$ cat config.mk
export PLATFORM = sky130hd
export DESIGN_NAME = ldpc_bitflip_decode
export DESIGN_NICKNAME = d
export VERILOG_FILES = /design/src/rtl/ldpc_pkg.sv /design/src/rtl/ldpc_syndrome.sv /design/src/rtl/ldpc_bitflip_decode.sv
export SDC_FILE = /design/constraint.sdc
export NUM_CORES = 1
export LEC_CHECK = 0
export BUFFER_PORTS_ARGS = -buffer_cell sky130_fd_sc_hd__clkbuf_2
export CAP_MARGIN = 20
export CORE_UTILIZATION = 58
export DETAILED_ROUTE_END_ITERATION = 10
export PLACE_DENSITY = 0.81
export SKIP_LAST_GASP = 1
export SLEW_MARGIN = 15
export SYNTH_ARGS = -nofsm -noshare
export SYNTH_HDL_FRONTEND = slang
export SYNTH_SLANG_ARGS = --single-unit
$ cat constraint.sdc
create_clock -name clk -period 16.6 [get_ports clk]
set_input_delay 0.83 -clock clk [delete_from_list [all_inputs] [get_ports clk]]
set_output_delay 0.83 -clock clk [all_outputs]
set_load 0.01 [all_outputs]
$ cat src/rtl/ldpc_pkg.sv
// Shared definitions for the hard-decision bit-flipping LDPC decoder:
// FSM encoding, default code dimensions and H-matrix row extraction.
package ldpc_pkg;

  localparam int LDPC_N = 11;
  localparam int LDPC_K = 6;

  // Upper bounds for the generic row helper; callers zero-extend into these.
  localparam int LDPC_MAX_N = 64;
  localparam int LDPC_MAX_H = 4096;

  localparam logic [1:0] ST_IDLE = 2'd0;
  localparam logic [1:0] ST_SYND = 2'd1;
  localparam logic [1:0] ST_EVAL = 2'd2;
  localparam logic [1:0] ST_DONE = 2'd3;

  // Row r of an m-row, n-column flattened H lives at bits [(m-r)*n-1 -: n].
  function automatic logic [LDPC_MAX_N-1:0] ldpc_row(
    input logic [LDPC_MAX_H-1:0] h,
    input int                    n,
    input int                    m,
    input int                    r
  );
    return LDPC_MAX_N'(h >> ((m - r - 1) * n));
  endfunction

endpackage

$ cat src/rtl/ldpc_syndrome.sv
// Combinational syndrome and per-bit unsatisfied-check counts for a
// flattened H matrix and a working codeword.
module ldpc_syndrome
  import ldpc_pkg::*;
#(
  parameter int N  = LDPC_N,
  parameter int M  = LDPC_N - LDPC_K,
  parameter int CW = $clog2(M + 1)
) (
  input  logic [M*N-1:0]  i_h,
  input  logic [N-1:0]    i_codeword,
  output logic [M-1:0]    o_syndrome,
  output logic [N*CW-1:0] o_unsat
);

  logic [N-1:0]  w_rows [M];
  logic [CW-1:0] w_cnt;

  always_comb begin
    for (int r = 0; r < M; r++) begin
      w_rows[r] = N'(ldpc_row(LDPC_MAX_H'(i_h), N, M, r));
    end
  end

  always_comb begin
    o_syndrome = '0;
    o_unsat    = '0;
    w_cnt      = '0;
    for (int r = 0; r < M; r++) begin
      o_syndrome[r] = ^(w_rows[r] & i_codeword);
    end
    // unsat[j] counts failing checks that involve bit j.
    for (int j = 0; j < N; j++) begin
      w_cnt = '0;
      for (int r = 0; r < M; r++) begin
        w_cnt = w_cnt + CW'(o_syndrome[r] & w_rows[r][j]);
      end
      o_unsat[j*CW +: CW] = w_cnt;
    end
  end

endmodule

$ cat src/rtl/ldpc_bitflip_decode.sv
// Iterative single-bit-flip LDPC decoder (IDLE -> SYND -> EVAL -> ... -> DONE).
// Optional macro LDPC_FLIP_MASK_EN adds a flip_mask output of toggled bits.
module ldpc_bitflip_decode
  import ldpc_pkg::*;
#(
  parameter int N        = LDPC_N,
  parameter int K        = LDPC_K,
  parameter int MAX_ITER = 8,
  parameter int ITER_W   = 4
) (
  input  logic                 clk,
  input  logic                 rst_n,
  input  logic                 i_en,
  input  logic [N-1:0]         received,
  input  logic [(N-K)*N-1:0]   parity_check,
  output logic [N-1:0]         codeword,
  output logic [N-K-1:0]       syndrome,
  output logic [ITER_W-1:0]    iter,
  output logic                 o_busy,
  output logic                 o_done,
  output logic                 o_ok
`ifdef LDPC_FLIP_MASK_EN
  ,
  output logic [N-1:0]         flip_mask
`endif
);

  localparam int M  = N - K;
  localparam int CW = $clog2(M + 1);

  logic [1:0]        r_state;
  logic [M*N-1:0]    r_h;
  logic [N-1:0]      r_cw;
  logic [M-1:0]      r_syn;
  logic [ITER_W-1:0] r_iter;
  logic              r_ok;
`ifdef LDPC_FLIP_MASK_EN
  logic [N-1:0]      r_mask;
`endif

  logic [M-1:0]      w_syn;
  logic [N*CW-1:0]   w_unsat;
  logic [CW-1:0]     w_best;
  logic [N-1:0]      w_flip;

  ldpc_syndrome #(.N(N), .M(M), .CW(CW)) u_syndrome (
    .i_h        (r_h),
    .i_codeword (r_cw),
    .o_syndrome (w_syn),
    .o_unsat    (w_unsat)
  );

  // Strict greater-than while scanning upward keeps the lowest index on ties.
  always_comb begin
    w_best = '0;
    w_flip = '0;
    for (int j = 0; j < N; j++) begin
      if (w_unsat[j*CW +: CW] > w_best) begin
        w_best    = w_unsat[j*CW +: CW];
        w_flip    = '0;
        w_flip[j] = 1'b1;
      end
    end
  end

  always_ff @(posedge clk) begin
    if (!rst_n) begin
      r_state <= ST_IDLE;
      r_h     <= '0;
      r_cw    <= '0;
      r_syn   <= '0;
      r_iter  <= '0;
      r_ok    <= 1'b0;
`ifdef LDPC_FLIP_MASK_EN
      r_mask  <= '0;
`endif
    end else begin
      case (r_state)
        ST_IDLE: begin
          if (i_en) begin
            r_cw    <= received;
            r_h     <= parity_check;
            r_iter  <= '0;
            r_ok    <= 1'b0;
`ifdef LDPC_FLIP_MASK_EN
            r_mask  <= '0;
`endif
            r_state <= ST_SYND;
          end
        end
        ST_SYND: begin
          r_syn   <= w_syn;
          r_state <= ST_EVAL;
        end
        ST_EVAL: begin
          if (r_syn == '0) begin
            r_ok    <= 1'b1;
            r_state <= ST_DONE;
          end else if (r_iter == ITER_W'(MAX_ITER)) begin
            r_ok    <= 1'b0;
            r_state <= ST_DONE;
          end else begin
            // r_cw is unchanged since SYND, so w_unsat reflects r_syn.
            r_cw    <= r_cw ^ w_flip;
`ifdef LDPC_FLIP_MASK_EN
            r_mask  <= r_mask ^ w_flip;
`endif
            r_iter  <= r_iter + ITER_W'(1);
            r_state <= ST_SYND;
          end
        end
        ST_DONE: r_state <= ST_IDLE;
        default: r_state <= ST_IDLE;
      endcase
    end
  end

  assign codeword = r_cw;
  assign syndrome = r_syn;
  assign iter     = r_iter;
  assign o_ok     = r_ok;
  assign o_busy   = (r_state != ST_IDLE);
  assign o_done   = (r_state == ST_DONE);
`ifdef LDPC_FLIP_MASK_EN
  assign flip_mask = r_mask;
`endif

endmodule
==> out/summary.json <==
{
  "clocking": {
    "cts_buffers": 9,
    "clock_root_buffer": "sky130_fd_sc_hd__clkbuf_8",
    "cts_htree_levels": 3,
    "clkSinkCount": 78,
    "post_cts_buffers": 0,
    "clockBufferDepth": 2,
    "clock_latency_ns": 0.37,
    "cts_tree": "done",
    "clk_pin_slew_worst_paths_ns": 0.09
  },
  "hold_path": {
    "hp-class": "flip-flop to flip-flop"
  },
  "placement": {
    "placement.io_buffers": 91,
    "final_estimated_routing_congestion_in_global_placement": 0.994,
    "detailed_place_hpwl_um": 13800
  },
  "critical_path": {
    "worstSetupStartpoint": "codeword[6]",
    "crit_type": "flip-flop to flip-flop",
    "crit_path_top_delay_cell": "sky130_fd_sc_hd__dfxtp_1",
    "reg_to_reg_critical_path_startpoint": "codeword[6]",
    "start_kind": "flip-flop",
    "r2r_cells": 63,
    "cp_data_arrival_time_ns": 15.99,
    "worstSetupEndpointType": "flip-flop",
    "worst_path_most_repeated_cell": "sky130_fd_sc_hd__ha_1",
    "r2r_setup_slack_ns": 0.89,
    "critical_path_required_ns": 16.88,
    "rr_endpoint": "codeword[3]",
    "setup.worst_path.end": "codeword[3]",
    "critical_path_fanout_max": 12,
    "timing.critical_path.slowest_cell_delay_ns": 0.60
  },
  "grt": {
    "grt_pass1_wl_um": 28500,
    "grt_remaining_overflow": 0,
    "grt_pass1_vias": 5721,
    "largest_net_degree_at_the_start_of_global_routing": 66,
    "antenna_found_initial": 0,
    "grt_usage": 0.335
  },
  "timing": {
    "setup_total_negative_slack_ns": 0,
    "fin_worst_skew_ns": 0.0157,
    "fin_crit_sh": 0.947,
    "report.final.hold_viol_count": 0,
    "final_max_slew_viol_count": 0,
    "final_worst_path_period_need_ns": 15.71,
    "timing.slew.headroom": 0.326,
    "worstMarginPinSlew_ns": 1.01,
    "grt_setup_unrepaired": "no",
    "timing.final.setup_violations": 0,
    "max_freq_mhz": 63.6
  },
  "drt": {
    "detail_route.vias_per_cell": 5.93,
    "detailedRoute.firstPassIterationCount": 5,
    "drtAntennaViolNets": 0,
    "dr.first_iter.drc_count": 416,
    "totalWireLength_um": 17800,
    "wl_per_cell_um": 17.9,
    "dr_total_vias": 5901,
    "drc_violations_left": 0
  },
  "synthesis": {
    "synth.top_cell.area_share": 0.259,
    "synth_edf_count": 0,
    "synth_top_family_by_area": "simple AND/OR/NAND/NOR gates",
    "post_synth_xor_area_fraction": 0.0796,
    "synth_largest_area_cell": "sky130_fd_sc_hd__dfxtp_1",
    "muxShareOfSynthArea": 0.0151,
    "synth_fa_ha_area_frac": 0.162,
    "post-synth-top-count-cell": "sky130_fd_sc_hd__nand2_1",
    "postSynthCellCount": 788,
    "syn-mean-instance-area_sq_um": 7.66,
    "synth.ff_latch_count": 78,
    "syn_nets": 922,
    "yosys.cell_types.count": 72,
    "synth_top_cells_by_area": "sky130_fd_sc_hd__dfxtp_1 (26%), sky130_fd_sc_hd__nand2_1 (16%), sky130_fd_sc_hd__ha_1 (8.9%)",
    "synth_sequential_area_ratio": 0.259,
    "synth_simple_gate_area_frac": 0.245,
    "synth-compound-area-share": 0.185,
    "netlist_area_sq_um": 6030,
    "async_flop_share": 0,
    "synth_warnings": 0,
    "main_synth_ff_type": "sky130_fd_sc_hd__dfxtp_1",
    "top_cell_types_by_occurrence_after_synthesis": "sky130_fd_sc_hd__nand2_1 (256), sky130_fd_sc_hd__a21oi_1 (80), sky130_fd_sc_hd__dfxtp_1 (78)"
  },
  "floorplanning": {
    "placeableCoreArea_sq_um": 9910,
    "ioPinCount": 92,
    "floorplan.initialDensity": 0.609,
    "die_width_um": 104,
    "floorplan_die_area_sq_um": 10800,
    "chipHeight_um": 104,
    "floorplan.rows": 36
  },
  "status": {
    "status": "completed"
  },
  "finish": {
    "final_antenna_diode_count": 0,
    "synthToLayoutAreaGrowth_pct": 12.0,
    "layout.area.seq_sq_um": 1560,
    "multi_input_comb_area_sq_um": 4170,
    "final.fill_count": 864,
    "layout-drive-gt1-share": 0.171,
    "final_nets": 991
  },
  "run": {
    "max-cap-violations": 0
  }
}
-- flip-flops by register name (all words and copies together), names as in the netlist --
signal and cells:
iter 4, syndrome 5, codeword 11, r_state 2
r_h 55, o_ok 1
-- layer usage --
layer	up-vias	share of wire	track usage	wire, um
met5	-	0	0	0
met4	0	0.031	0.139	550
met3	45	0.083	0.0508	1490
met2	297	0.47	0.548	8310
met1	2764	0.42	0.441	7470
li1	2795	-	-	-
-- critical path: cells and delay by family (launching register included) --
family	cells	cell delay, ns
buf+inv	5	0.42
flops	1	0.60
fa+ha+maj	13	4.23
compound gates	22	5.10
simple gates	18	3.82
xor+xnor	3	0.88
mux	2	0.56
-- cells in the final DEF, fill, tap and decap left out, types with 4 or more instances in the layout --
cell / netlist / final
sky130_fd_sc_hd__clkbuf_8: 3 / 9
sky130_fd_sc_hd__a21o_1: 7 / 7
sky130_fd_sc_hd__a31oi_1: 8 / 8
sky130_fd_sc_hd__o21ai_0: 19 / 19
sky130_fd_sc_hd__a211oi_1: 4 / 4
sky130_fd_sc_hd__o22ai_1: 5 / 5
sky130_fd_sc_hd__xor2_1: 12 / 12
sky130_fd_sc_hd__xnor2_1: 30 / 30
sky130_fd_sc_hd__ha_1: 43 / 43
sky130_fd_sc_hd__nand3_1: 11 / 11
sky130_fd_sc_hd__o21a_1: 5 / 5
sky130_fd_sc_hd__mux2i_1: 8 / 8
sky130_fd_sc_hd__inv_1: 36 / 36
sky130_fd_sc_hd__and2_1: 5 / 4
sky130_fd_sc_hd__fa_1: 22 / 22
sky130_fd_sc_hd__nor2_1: 25 / 25
sky130_fd_sc_hd__nor3_1: 5 / 5
sky130_fd_sc_hd__nand2_1: 256 / 256
sky130_fd_sc_hd__and3b_1: 5 / 5
sky130_fd_sc_hd__o21ai_1: 5 / 4
sky130_fd_sc_hd__nand3b_1: 7 / 7
sky130_fd_sc_hd__dfxtp_1: 78 / 78
sky130_fd_sc_hd__clkbuf_2: 0 / 91
sky130_fd_sc_hd__a21oi_1: 80 / 79
sky130_fd_sc_hd__a22oi_1: 4 / 4
-- logic make-up (layout without fill, tap and decap cells) --
group           after synthesis  count (layout)
flops                        78              78
buf+inv                      72             146
compound gates              175             175
mux                           9               9
xor+xnor                     47              47
simple gates                342             342
fa+ha+maj                    65              65
-- area by class of cell --
class | count | area share
clock buffer | 9 | 0.0183
clock inverter | 7 | 0.0189
inverter | 37 | 0.0206
multi-input combinational | 638 | 0.617
sequential | 78 | 0.231
tap | 133 | 0.0246
timing repair buffer | 93 | 0.0696
-- per-stage QoR --
step	utilization	hold WS [ns]	std cells	cell area, sq um	setup slack [ns]
finish	0.682	0.481	995	6760	0.885
floorplan	-	0.445	788	6030	2.40
CTS	0.680	0.480	995	6740	0.611
global route	0.682	0.499	995	6760	0.0640
detailed placement	0.654	0.466	979	6480	0.692
global placement	0.654	0.463	979	6480	1.13
-- what timing repair did --
action | in CTS | in global routing
resized for setup | 0 | 6
endpoints found under the setup margin | 0 | 9
hold buffers | 0 | 0
-- how the worst min path moves through the flow --
stage	start	endpoint	slack, ns	cells past startpoint
5_1_grt	syndrome[1]	syndrome[1]	0.50	2
4_1_cts	syndrome[3]	syndrome[3]	0.48	2
3_5_place_dp	syndrome[3]	syndrome[3]	0.47	2
6_report	syndrome[3]	syndrome[3]	0.48	2
2_1_floorplan	r_h[0]	r_h[0]	0.44	2
3_3_place_gp	syndrome[1]	syndrome[1]	0.46	2
Power is left out: the tool's default activity adds up to more than one toggle a clock period on the data nets, which glitch-free logic cannot reach.
